### src/rtl/vga_timing_ctrl.sv
// vga_timing_ctrl
//   640x480@60 Hz raster timing generator with a sync/blank delay line. The
//   delay line matches the image renderer's ROM and register latency, so
//   sync, blank and colour for one pixel reach the VGA DAC pins together.
//
// Ports
//   VGA_clk      in   pixel clock (25.175 MHz nominal)
//   rst          in   asynchronous, active-high reset
//   RGB[23:0]    in   renderer pixel colour {R,G,B}; it belongs to the X/Y
//                     presented PIPE_DELAY clocks earlier
//   test_mode    in   colour-bar select (only with VGA_TEST_PATTERN_EN)
//   X, Y         out  pixel / line counters, zero-extended to 32-bit signed
//   display_on   out  X/Y inside the visible area
//   frame_start  out  high while X==0 and Y==0
//   line_start   out  high while X==0
//   VGA_HS/VS    out  active-low syncs, delayed PIPE_DELAY+1 clocks from X/Y
//   VGA_BLANK_N  out  delayed display_on
//   VGA_SYNC_N   out  tied low
//   VGA_R/G/B    out  colour, forced to 0 while blanked
//
// Build option
//   VGA_TEST_PATTERN_EN: adds test_mode and an eight-bar colour generator
//   (bar index X/80) that travels through the same delay line.

module vga_timing_ctrl #(
    parameter int unsigned H_VISIBLE  = 640,
    parameter int unsigned H_FRONT    = 16,
    parameter int unsigned H_SYNC     = 96,
    parameter int unsigned H_BACK     = 48,
    parameter int unsigned V_VISIBLE  = 480,
    parameter int unsigned V_FRONT    = 10,
    parameter int unsigned V_SYNC     = 2,
    parameter int unsigned V_BACK     = 33,
    parameter int unsigned PIPE_DELAY = 2
) (
    input  logic               VGA_clk,
    input  logic               rst,
    input  logic [23:0]        RGB,
`ifdef VGA_TEST_PATTERN_EN
    input  logic               test_mode,
`endif
    output logic signed [31:0] X,
    output logic signed [31:0] Y,
    output logic               display_on,
    output logic               frame_start,
    output logic               line_start,
    output logic               VGA_HS,
    output logic               VGA_VS,
    output logic               VGA_BLANK_N,
    output logic               VGA_SYNC_N,
    output logic [7:0]         VGA_R,
    output logic [7:0]         VGA_G,
    output logic [7:0]         VGA_B
);

    localparam int unsigned H_TOTAL = H_VISIBLE + H_FRONT + H_SYNC + H_BACK;
    localparam int unsigned V_TOTAL = V_VISIBLE + V_FRONT + V_SYNC + V_BACK;
    localparam int unsigned HW      = $clog2(H_TOTAL);
    localparam int unsigned VW      = $clog2(V_TOTAL);

    localparam logic [HW-1:0] H_LAST   = HW'(H_TOTAL - 1);
    localparam logic [VW-1:0] V_LAST   = VW'(V_TOTAL - 1);
    localparam logic [HW-1:0] H_VIS_C  = HW'(H_VISIBLE);
    localparam logic [VW-1:0] V_VIS_C  = VW'(V_VISIBLE);
    localparam logic [HW-1:0] HS_START = HW'(H_VISIBLE + H_FRONT);
    localparam logic [HW-1:0] HS_END   = HW'(H_VISIBLE + H_FRONT + H_SYNC - 1);
    localparam logic [VW-1:0] VS_START = VW'(V_VISIBLE + V_FRONT);
    localparam logic [VW-1:0] VS_END   = VW'(V_VISIBLE + V_FRONT + V_SYNC - 1);

    // Counters and the X/Y-aligned flags
    logic [HW-1:0] x_q, x_d;
    logic [VW-1:0] y_q, y_d;
    logic          display_on_q, display_on_d;
    logic          frame_start_q, line_start_q;

    // Delay line: stage 0 trails X/Y by one clock, stage PIPE_DELAY-1 by
    // PIPE_DELAY clocks, which is when the matching RGB arrives.
    logic [PIPE_DELAY-1:0] hs_pipe_q;
    logic [PIPE_DELAY-1:0] vs_pipe_q;
    logic [PIPE_DELAY-1:0] blank_pipe_q;
    logic                  hs_raw, vs_raw;

    // Pin registers
    logic        vga_hs_q, vga_vs_q, blank_n_q;
    logic [23:0] rgb_q;
    logic [23:0] colour_d;

`ifdef VGA_TEST_PATTERN_EN
    logic [PIPE_DELAY-1:0][2:0] bar_pipe_q;
    logic [2:0]                 bar_d;
    logic [2:0]                 bar_out;

    // X/80 as a compare chain; only 0..7 matters inside the visible area
    always_comb begin
        bar_d = '0;
        for (int unsigned i = 1; i < 8; i++) begin
            if (x_q >= HW'(i * 80)) bar_d = 3'(i);
        end
    end

    assign bar_out = bar_pipe_q[PIPE_DELAY-1];
`endif

    always_comb begin
        x_d = x_q + HW'(1);
        y_d = y_q;
        if (x_q == H_LAST) begin
            x_d = '0;
            y_d = (y_q == V_LAST) ? '0 : y_q + VW'(1);
        end
        display_on_d = (x_d < H_VIS_C) && (y_d < V_VIS_C);
    end

    // Raw syncs are decoded from the registered counters, so they share
    // display_on's alignment with X/Y before entering the delay line.
    assign hs_raw = !((x_q >= HS_START) && (x_q <= HS_END));
    assign vs_raw = !((y_q >= VS_START) && (y_q <= VS_END));

    always_comb begin
        colour_d = RGB;
`ifdef VGA_TEST_PATTERN_EN
        if (test_mode) colour_d = {{8{bar_out[2]}}, {8{bar_out[1]}}, {8{bar_out[0]}}};
`endif
    end

    always_ff @(posedge VGA_clk or posedge rst) begin
        if (rst) begin
            x_q           <= '0;
            y_q           <= '0;
            display_on_q  <= 1'b0;
            frame_start_q <= 1'b0;
            line_start_q  <= 1'b0;
            hs_pipe_q     <= '1;
            vs_pipe_q     <= '1;
            blank_pipe_q  <= '0;
            vga_hs_q      <= 1'b1;
            vga_vs_q      <= 1'b1;
            blank_n_q     <= 1'b0;
            rgb_q         <= '0;
`ifdef VGA_TEST_PATTERN_EN
            bar_pipe_q    <= '0;
`endif
        end else begin
            x_q           <= x_d;
            y_q           <= y_d;
            display_on_q  <= display_on_d;
            frame_start_q <= (x_d == '0) && (y_d == '0);
            line_start_q  <= (x_d == '0);

            hs_pipe_q[0]    <= hs_raw;
            vs_pipe_q[0]    <= vs_raw;
            blank_pipe_q[0] <= display_on_q;
`ifdef VGA_TEST_PATTERN_EN
            bar_pipe_q[0]   <= bar_d;
`endif
            for (int unsigned i = 1; i < PIPE_DELAY; i++) begin
                hs_pipe_q[i]    <= hs_pipe_q[i-1];
                vs_pipe_q[i]    <= vs_pipe_q[i-1];
                blank_pipe_q[i] <= blank_pipe_q[i-1];
`ifdef VGA_TEST_PATTERN_EN
                bar_pipe_q[i]   <= bar_pipe_q[i-1];
`endif
            end

            // Colour is captured on the same edge as the last stage leaves
            // the delay line, so all pins change together.
            vga_hs_q  <= hs_pipe_q[PIPE_DELAY-1];
            vga_vs_q  <= vs_pipe_q[PIPE_DELAY-1];
            blank_n_q <= blank_pipe_q[PIPE_DELAY-1];
            rgb_q     <= blank_pipe_q[PIPE_DELAY-1] ? colour_d : '0;
        end
    end

    assign X           = {{(32-HW){1'b0}}, x_q};
    assign Y           = {{(32-VW){1'b0}}, y_q};
    assign display_on  = display_on_q;
    assign frame_start = frame_start_q;
    assign line_start  = line_start_q;
    assign VGA_HS      = vga_hs_q;
    assign VGA_VS      = vga_vs_q;
    assign VGA_BLANK_N = blank_n_q;
    assign VGA_SYNC_N  = 1'b0;
    assign VGA_R       = rgb_q[23:16];
    assign VGA_G       = rgb_q[15:8];
    assign VGA_B       = rgb_q[7:0];

endmodule

### config.mk
export PLATFORM = sky130hd
export DESIGN_NAME = vga_timing_ctrl
export DESIGN_NICKNAME = d
export VERILOG_FILES = /design/src/rtl/vga_timing_ctrl.sv
export SDC_FILE = /design/constraint.sdc
export NUM_CORES = 1
export LEC_CHECK = 0
export BUFFER_PORTS_ARGS = -buffer_cell sky130_fd_sc_hd__buf_2
export CORE_ASPECT_RATIO = 0.9
export CORE_MARGIN = 2
export CORE_UTILIZATION = 45
export CTS_BUF_LIST = sky130_fd_sc_hd__clkbuf_4 sky130_fd_sc_hd__clkbuf_8
export DETAILED_ROUTE_END_ITERATION = 10
export PLACE_DENSITY = 0.8
export SYNTH_ARGS = -nofsm -noshare
export SYNTH_HDL_FRONTEND = slang
export SYNTH_SLANG_ARGS = --single-unit
### constraint.sdc
create_clock -name VGA_clk -period 2.35 [get_ports VGA_clk]
set_input_delay 0.235 -clock VGA_clk [delete_from_list [all_inputs] [get_ports VGA_clk]]
set_output_delay 0.235 -clock VGA_clk [all_outputs]
set_load 0.1 [all_outputs]
==> flow_metrics.py <==
metrics = {
    "status": {
        "run_status": "complete, no violations",
    },
    "clock_tree": {
        "clock_sink_count": 56,
        "hold_buffer_count_at_cts": 0,
        "cts_inserted_buffers": 5,
        "path_clk_slew_ns": 0.10,
        "cts-resized-gates": 0,
        "tritoncts_clock_tree": "done",
        "cts.repair_timing.setup_buffer_count": 0,
        "clkLatencyLatePin_ns": 0.32,
        "root_buffer": "sky130_fd_sc_hd__clkbuf_8",
        "htreeDepth": 2,
        "cts_max_path_buffers": 2,
    },
    "synthesis": {
        "synthesized_flop_and_latch_total": 56,
        "yosysWarningCount": 0,
        "synth_top_cells_by_area": "sky130_fd_sc_hd__dfrtp_1 44%, sky130_fd_sc_hd__buf_4 13%, sky130_fd_sc_hd__and2_1 5.9%",
        "netlist_instances": 273,
        "synth_flop_cell": "sky130_fd_sc_hd__dfrtp_1",
        "synth.most_common_cell": "sky130_fd_sc_hd__dfrtp_1",
        "yosys-top-cells-count": "50 x sky130_fd_sc_hd__dfrtp_1, 48 x sky130_fd_sc_hd__buf_4, 27 x sky130_fd_sc_hd__and2_1, 15 x sky130_fd_sc_hd__nand2_1",
        "synth-edff-count": 0,
        "ys_async_sr_fraction": 1.00,
        "netlist.top_cell.by_area": "sky130_fd_sc_hd__dfrtp_1",
        "avgSynthCellArea_um2": 10.4,
        "synth.top_cell.area_share": 0.440,
        "synthesis.area_um2": 2840,
        "synthDistinctLibCells": 46,
        "synth_seq_area_share": 0.496,
    },
    "timing": {
        "setup_viol_count_final": 0,
        "fin_skew_ns": 0.00541,
        "timing.final.max_slew_violations": 0,
        "hold_viol": 0,
        "rsz0062_at_grt": "no",
        "fin_crit_ns": 2.16,
        "final_min_period_over_clock_period": 0.917,
        "max_freq_ghz": 0.464,
        "tightest_slew_margin_relative_to_the_limit": 0.442,
        "worst-slew-pin-transition_ns": 0.836,
    },
    "global_route": {
        "antenna_found_initial": 0,
        "pin_count_of_the_biggest_net_entering_global_routing": 42,
        "globalRouteTotalUtil": 0.162,
        "grt_pass1_wl_um": 8910,
        "grt_pass1_vias": 1876,
        "global_route.overflow_total": 0,
    },
    "worst_setup_path": {
        "r2r_setup_slack_ns": 0.19,
        "cpPeakStageDelay_ns": 0.54,
        "timing.critical_path.to_type": "register",
        "timing.critical_path.from": "x_q[0]",
        "worstPathMaxFanout": 6,
        "setup.worst_path.class": "reg -> reg",
        "critPathArrivalTime_ns": 2.39,
        "path_cells": "ha_4, and3_1, nand3_4, a31o_1, or4b_4, nor4_2",
        "worstReg2RegStart": "x_q[0]",
        "cp_data_required_time_ns": 2.58,
        "cp_slowest_cell": "sky130_fd_sc_hd__or4b_4",
        "critical_path.startpoint_type": "register",
    },
    "drt": {
        "post_drt_wl_per_cell_um": 13.3,
        "initialDrtViolationCount": 168,
        "drt_pass1_iterations": 5,
        "routed_via_density": 4.83,
        "route.antenna.remaining_nets": 0,
        "via_count": 2097,
        "totalWireLength_um": 5760,
        "remaining_design_rule_violation_count": 0,
    },
    "floorplan": {
        "floorplan.io_pins": 121,
        "coreArea_um2": 6110,
        "die_area_um2": 6970,
        "horizontal_die_dimension_um": 87.8,
        "effective_utilization_at_floorplan": 0.465,
        "die_h_um": 79.4,
        "rows": 27,
    },
    "cells_and_area": {
        "utilization": 0.533,
        "final_nets": 377,
        "areaGrowthSynthToFinish_pct": 14.7,
        "n_antenna_cell": 0,
        "drive_above_1_share": 0.346,
    },
    "flow_run": {
        "cap_violations": 0,
    },
    "power": {
        "leakage_nw": 1.56,
        "worst_ir_drop_vdd_uv": 294,
        "report.power.total_mw": 2.08,
        "power-per-cell-area_nw_per_um2": 638,
    },
    "placed_design": {
        "portBuffers": 75,
        "final_weighted_congestion_of_routability_driven_global_placement": 0.830,
        "post-dp-hpwl_um": 4210,
    },
    "hold_path": {
        "worstHoldPathType": "in -> async",
    },
}
-- placed cells by master, fill, tap and decap left out, types with 6 or more instances in the layout --
master,n
sky130_fd_sc_hd__nor3_1,9
sky130_fd_sc_hd__dfrtp_1,36
sky130_fd_sc_hd__dfstp_2,6
sky130_fd_sc_hd__nand2_1,15
sky130_fd_sc_hd__dfrtp_2,14
sky130_fd_sc_hd__inv_1,9
sky130_fd_sc_hd__nor2_1,10
sky130_fd_sc_hd__a21oi_1,7
sky130_fd_sc_hd__buf_2,75
sky130_fd_sc_hd__nand3_1,9
sky130_fd_sc_hd__and2_1,27
sky130_fd_sc_hd__conb_1,45
sky130_fd_sc_hd__xnor2_1,7
-- area by class of cell --
cell class,count,area [um2]
Multi-Input combinational cell,194,1190
Timing Repair Buffer,79,405
Fill cell,534,2860
Sequential cell,56,1430
Inverter,10,37.5
Clock buffer,5,68.8
Tap cell,87,109
Clock inverter,3,22.5
-- state kept, by name, summed over array words and instances (netlist names) --
register,flops
line_start,1
VGA_VS,1
VGA_BLANK_N,1
VGA_HS,1
blank_pipe_q,2
y_q,10
vs_pipe_q,2
rgb_q,24
hs_pipe_q,2
x_q,10
display_on,1
frame_start,1
-- layer usage --
metal,track usage,up-vias,wire length [um]
li1,-,976,-
met1,0.224,975,2470
met2,0.251,132,2570
met3,0.0414,14,608
met4,0.0508,0,110
met5,0,-,0
-- power breakdown --
part | internal, mW | total, mW | switching [mW]
clock network | 0.214 | 0.542 | 0.327
registers | 0.984 | 0.988 | 0.00418
logic | 0.0412 | 0.549 | 0.508
-- logic make-up after synthesis --
group | count (synthesis) | share of synthesized area
AO/OA/AOI/OAI | 28 | 0.0634
XOR/XNOR | 12 | 0.0370
adder cells (fa/ha/maj) | 5 | 0.0220
buffers and inverters | 67 | 0.155
flip-flops | 56 | 0.496
multiplexers | 2 | 0.00793
other | 1 | 0.00132
AND/OR/NAND/NOR | 102 | 0.217
-- critical path, delay by kind of cell, from the launching register on --
kind,cells,cell delay [ns]
and+or+nand+nor,4,1.15
AOI/OAI and AO/OA,1,0.26
adders and majority gates,1,0.19
DFF,1,0.46
-- path summary, 6_finish.rpt --
check	end	cells past startpoint
setup reg to reg	frame_start	6
min in group VGA_clk	rgb_q[11]	2
setup / recovery	frame_start	6
hold reg to reg	blank_pipe_q[1]	0
hold / removal	rgb_q[20]	2
max in group asynchronous	rgb_q[10]	3
-- per-stage QoR --
| step | hold WS (ns) | instance area [um2] | TNS, ns | std cells | setup slack (ns) |
|---|---|---|---|---|---|
| 6_report | 0.0792 | 3260 | 0 | 434 | 0.195 |
| 3_3_place_gp | 0.333 | 3170 | 0 | 426 | 0.255 |
| 5_1_grt | 0.117 | 3260 | 0 | 434 | 0.0343 |
| 2_1_floorplan | 0.331 | 3070 | -0.00652 | 317 | -0.00652 |
| 4_1_cts | 0.116 | 3260 | 0 | 434 | 0.184 |
| 3_5_place_dp | 0.336 | 3170 | 0 | 426 | 0.208 |
Note: power is estimated with default switching activity, not from simulation.
